`config.mk`:
```
export PLATFORM = sky130hd
export DESIGN_NAME = risc_toy_ifetch
export DESIGN_NICKNAME = d
export VERILOG_FILES = /design/src/rtl/risc_toy_ifetch.sv
export SDC_FILE = /design/constraint.sdc
export NUM_CORES = 1
export LEC_CHECK = 0
export CAP_MARGIN = 30
export CORE_MARGIN = 10
export CORE_UTILIZATION = 56
export CTS_CLUSTER_DIAMETER = 30
export CTS_CLUSTER_SIZE = 10
export DETAILED_ROUTE_END_ITERATION = 6
export PLACE_DENSITY = 0.8
export SYNTH_ARGS = -nofsm -noshare
export SYNTH_HDL_FRONTEND = slang
export SYNTH_SLANG_ARGS = --single-unit
```
`constraint.sdc`:
```
create_clock -name CLK -period 4.7 [get_ports CLK]
set_clock_uncertainty 0.2 [all_clocks]
set_input_delay 0.705 -clock CLK [delete_from_list [all_inputs] [get_ports CLK]]
set_output_delay 0.705 -clock CLK [all_outputs]
set_load 0.01 [all_outputs]
```
`src/rtl/risc_toy_ifetch.sv`:
```
// Instruction-fetch unit: fetch PC, granted request to instruction memory,
// DEPTH-entry prefetch FIFO of {instruction, PC} and a redirect/flush port.
module risc_toy_ifetch #(
  parameter int AW       = 30,
  parameter int DW       = 32,
  parameter int DEPTH    = 4,
  parameter int RESET_PC = 0
) (
  input  logic                   CLK,
  input  logic                   RSTN,
  output logic                   IREQ,
  output logic [AW-1:0]          IADDR,
  input  logic                   IGNT,
  input  logic [DW-1:0]          INSTR,
  input  logic                   REDIR,
  input  logic [AW+1:0]          REDIR_PC,
  output logic                   IF_VALID,
  input  logic                   IF_READY,
  output logic [DW-1:0]          IF_INSTR,
  output logic [AW+1:0]          IF_PC,
  output logic [$clog2(DEPTH):0] IF_LEVEL
);

  localparam int PW = $clog2(DEPTH);
  localparam logic [AW+1:0] RESET_BYTE = (AW+2)'(RESET_PC);

  logic [AW-1:0] fetch_pc;
  logic [AW-1:0] inflight_pc;
  logic          inflight;
  logic          run;

  logic [DW-1:0] fifo_instr [DEPTH];
  logic [AW-1:0] fifo_pc    [DEPTH];
  logic [PW-1:0] rd_ptr;
  logic [PW-1:0] wr_ptr;
  logic [PW:0]   count;

  logic          pop;
  logic          accept;
  logic          wr_en;
  logic [PW+1:0] committed;

  // Credit check counts the in-flight response and frees the slot popped this cycle.
  assign IF_VALID  = (count != '0) & ~REDIR;
  assign pop       = IF_VALID & IF_READY;
  assign committed = {1'b0, count} + (PW+2)'(inflight) - (PW+2)'(pop);
  assign IREQ      = run & ~REDIR & (committed < (PW+2)'(DEPTH));
  assign accept    = IREQ & IGNT;
  assign wr_en     = inflight & ~REDIR;

  assign IADDR    = fetch_pc;
  assign IF_INSTR = fifo_instr[rd_ptr];
  assign IF_PC    = {fifo_pc[rd_ptr], 2'b00};
  assign IF_LEVEL = count;

  always_ff @(posedge CLK or negedge RSTN) begin
    if (!RSTN) begin
      run         <= 1'b0;
      fetch_pc    <= RESET_BYTE[AW+1:2];
      inflight    <= 1'b0;
      inflight_pc <= '0;
      rd_ptr      <= '0;
      wr_ptr      <= '0;
      count       <= '0;
      for (int i = 0; i < DEPTH; i++) begin
        fifo_instr[i] <= '0;
        fifo_pc[i]    <= '0;
      end
    end else begin
      run      <= 1'b1;
      inflight <= accept;
      if (accept) inflight_pc <= fetch_pc;
      // Redirect flushes the queue and drops the response arriving this cycle.
      if (REDIR) begin
        fetch_pc <= REDIR_PC[AW+1:2];
        rd_ptr   <= '0;
        wr_ptr   <= '0;
        count    <= '0;
      end else begin
        if (accept) fetch_pc <= fetch_pc + AW'(1);
        if (wr_en) begin
          fifo_instr[wr_ptr] <= INSTR;
          fifo_pc[wr_ptr]    <= inflight_pc;
          wr_ptr             <= wr_ptr + PW'(1);
        end
        if (pop) rd_ptr <= rd_ptr + PW'(1);
        count <= count + (PW+1)'(wr_en) - (PW+1)'(pop);
      end
    end
  end

endmodule

```
==> flow_summary.json <==
{
  "irDropWorstVdd_mv": 0.359,
  "power.share.sequential_pct": 32.1,
  "synth.most_common_cell": "dfrtp_1",
  "slew_viol_final": 0,
  "seqCellArea_um2": 7940,
  "cp_cell_sequence": "clkdlybuf4s50_1 > nor3b_2 > ha_1 > inv_1 > ha_1 > and3b_1 > or4_1 > a21boi_0 > clkdlybuf4s50_1",
  "drt_pass1_iterations": 5,
  "cts_buffers": 72,
  "n_fill_cell": 1506,
  "p_clk_share_pct": 44.6,
  "gp_congestion": 0.790,
  "synth.largest_area_cell": "dfrtp_1",
  "netSwitchingFraction_pct": 26.5,
  "yosys-top-cells-count": "dfrtp_1, mux2_2, mux4_2, clkbuf_1, nand2_1",
  "gr-total-overflow": 0,
  "hp-class": "in2async",
  "io-pin-count": 168,
  "synth_edf_count": 0,
  "slowest_stage": "clkdlybuf4s50_1",
  "grt_usage_pct": 21.5,
  "antenna_found_initial": 0,
  "place_ws_ns": 0.160,
  "critical_path.top_delay_family": "buffers and inverters",
  "drc": 0,
  "grt_pass1_wl_um": 56400,
  "tns_ns": 0,
  "via_count": 8886,
  "die_x_um": 179,
  "htree_num_levels": 3,
  "dpl_cell_area_um2": 16300,
  "grt_max_degree": 128,
  "cap_viol_max_count": 0,
  "core_um2": 25100,
  "cpPeakStageDelay_ns": 0.62,
  "relSlewSlack_pct": 34.8,
  "start_util_pct": 56.7,
  "clockRootBuffer": "clkbuf_16",
  "worstSkewPairLatency_ns": 0.55,
  "synth-seq-area-share_pct": 55.8,
  "drtAntennaViolNets": 0,
  "p_sw_mw": 3.14,
  "rsz0062_at_grt": "no",
  "tightest_slew_ns": 0.978,
  "p_comb_share_pct": 23.3,
  "synth_seq_cells": 317,
  "powerDensity_nw_per_um2": 628,
  "syn_inst": 942,
  "synthArstFlopShare_pct": 100,
  "n_antenna_cell": 0,
  "power.internal_mw": 8.72,
  "drive_gt1_share_pct": 42.6,
  "yosys.area.top_type_share_pct": 55.8,
  "fmax_mhz": 220,
  "rows": 58,
  "wl_per_cell_um": 22.6,
  "endpoint_kind": "primary output",
  "cellLeakagePower_nw": 8.56,
  "routed_wl_um": 34400,
  "die_h_um": 179,
  "finalCriticalPeriod_ns": 4.54,
  "worst-path-buf-inv": 3,
  "fin_nets": 1219,
  "clkTransAtPathRegs_ns": 0.04,
  "cts.sinks": 317,
  "drt_iter0_drc": 637,
  "outcome": "finished, final reports clean",
  "worstPathRequired_ns": 3.80,
  "first_global_vias": 10138,
  "synth.distinct_cells": 45,
  "min_period_over_period_pct": 96.6,
  "setup_slack_ns": 0.161,
  "cts.path.max_buffers": 3,
  "cts_setup_buffers": 0,
  "vias_per_cell": 5.84,
  "synthFlopType": "dfrtp_1",
  "syn_avg_cell_area_um2": 15.1,
  "path_class": "in2out",
  "final_area_um2": 18900,
  "startpoint_type": "input pin",
  "dp_hpwl_um": 20300,
  "multi_input_area_um2": 6030,
  "cts_tree": "yes",
  "setup_violations": 0,
  "synthTopCellsByArea": "dfrtp_1, mux2_2, mux4_2",
  "hold_viol": 0,
  "portBuffers": 163,
  "cp_max_fo": 2,
  "critPathArrivalTime_ns": 3.63,
  "design.die.area_um2": 32200,
  "ys_warn_count": 0,
  "syn_to_final_growth_pct": 32.8,
  "synth_area_um2": 14200
}
-- power groups by stage --
| stage | Sequential (mW) | Clock, mW | Combinational, mW |
|---|---|---|---|
| final | 3.81 | 5.29 | 2.77 |
| after global routing | 3.90 | 5.52 | 2.98 |
| after CTS | 3.81 | 5.36 | 2.82 |
| after detailed placement | 3.82 | 0 | 2.77 |
| after global placement | 3.78 | 0 | 2.72 |
| after floorplan | 3.64 | 0 | 1.61 |
-- registers in the layout, summed over array words and instances (netlist names) --
signal       cells
run              1
inflight_pc     30
IF_LEVEL         3
inflight         1
fifo_instr     128
fifo_pc        120
wr_ptr           2
IADDR           30
rd_ptr           2
-- final cells by class --
cell class	instances	share of cell area (%)
multi-input cells	550	31.9
flip-flops and latches	317	42.0
clock inverters	32	2.51
clock buffers	95	11.2
well taps	330	2.19
inverters	14	0.278
repair buffers	184	9.84
-- cell usage in the layout, fill, tap and decap left out, drive strengths merged, types with 5 or more instances in the layout --
cell type,instances
dfrtp,317
mux2,276
clkdlybuf4s50,161
clkbuf,95
mux4,62
nand2,42
o21ai,28
buf,23
xnor2,20
inv,19
nor2,15
a2111oi,15
bufinv,11
clkinv,11
nand3,10
ha,10
nand4,9
a31oi,6
nor2b,5
mux2i,5
and3,5
clkinvlp,5
a211oi,5
-- path summary, 6_finish.rpt --
check                                           startpoint                          end  slack, ns  cells past startpoint
worst min-delay path                                  RSTN  fifo_instr[112]$_DFFE_PN0P_       0.05                      1
max in group asynchronous                             RSTN      fifo_pc[98]$_DFFE_PN0P_       3.18                      2
worst min register to register  fifo_instr[16]$_DFFE_PN0P_   fifo_instr[16]$_DFFE_PN0P_       0.29                      1
worst max-delay path                              IF_READY                         IREQ       0.16                      9
min in group CLK                fifo_instr[16]$_DFFE_PN0P_   fifo_instr[16]$_DFFE_PN0P_       0.29                      1
worst max register to register       IF_LEVEL[0]$_DFF_PN0_        IADDR[26]$_DFFE_PN0P_       1.12                     11
-- per-layer routing --
layer  up-vias  global-route usage (%)  wire [µm]
met5         -                       0          0
met4         0                    7.24        516
met3        42                    5.12       1780
met2       274                    35.1      17200
met1      4665                    27.7      14900
li1       3905                       -          -
-- per-stage QoR --
step	total power [mW]	hold WS [ns]	cells	utilization, %
2_1_floorplan	5.25	0.209	943	-
3_5_place_dp	6.58	0.287	1395	64.9
4_1_cts	12.0	0.112	1522	75.2
5_1_grt	12.4	0.149	1522	75.3
3_3_place_gp	6.50	0.282	1394	64.8
6_report	11.9	0.0547	1522	75.3
-- logic make-up (layout without fill, tap and decap cells) --
group                    Yosys count  count (layout)  synth area share [%]
adder cells (fa/ha/maj)           11              11                  1.02
AO/OA/AOI/OAI                     65              65                  3.82
AND/OR/NAND/NOR                  104             104                  3.66
other                              2               3                0.0528
buffers and inverters             76             325                  2.22
XOR/XNOR                          24              24                  1.48
flip-flops                       317             317                  55.8
multiplexers                     343             343                  32.0
-- repair_timing --
action,CTS,global route
resized for setup,0,1
hold buffers,0,0
endpoints found under the setup margin,0,1
Power figures use the tool's default switching activity.
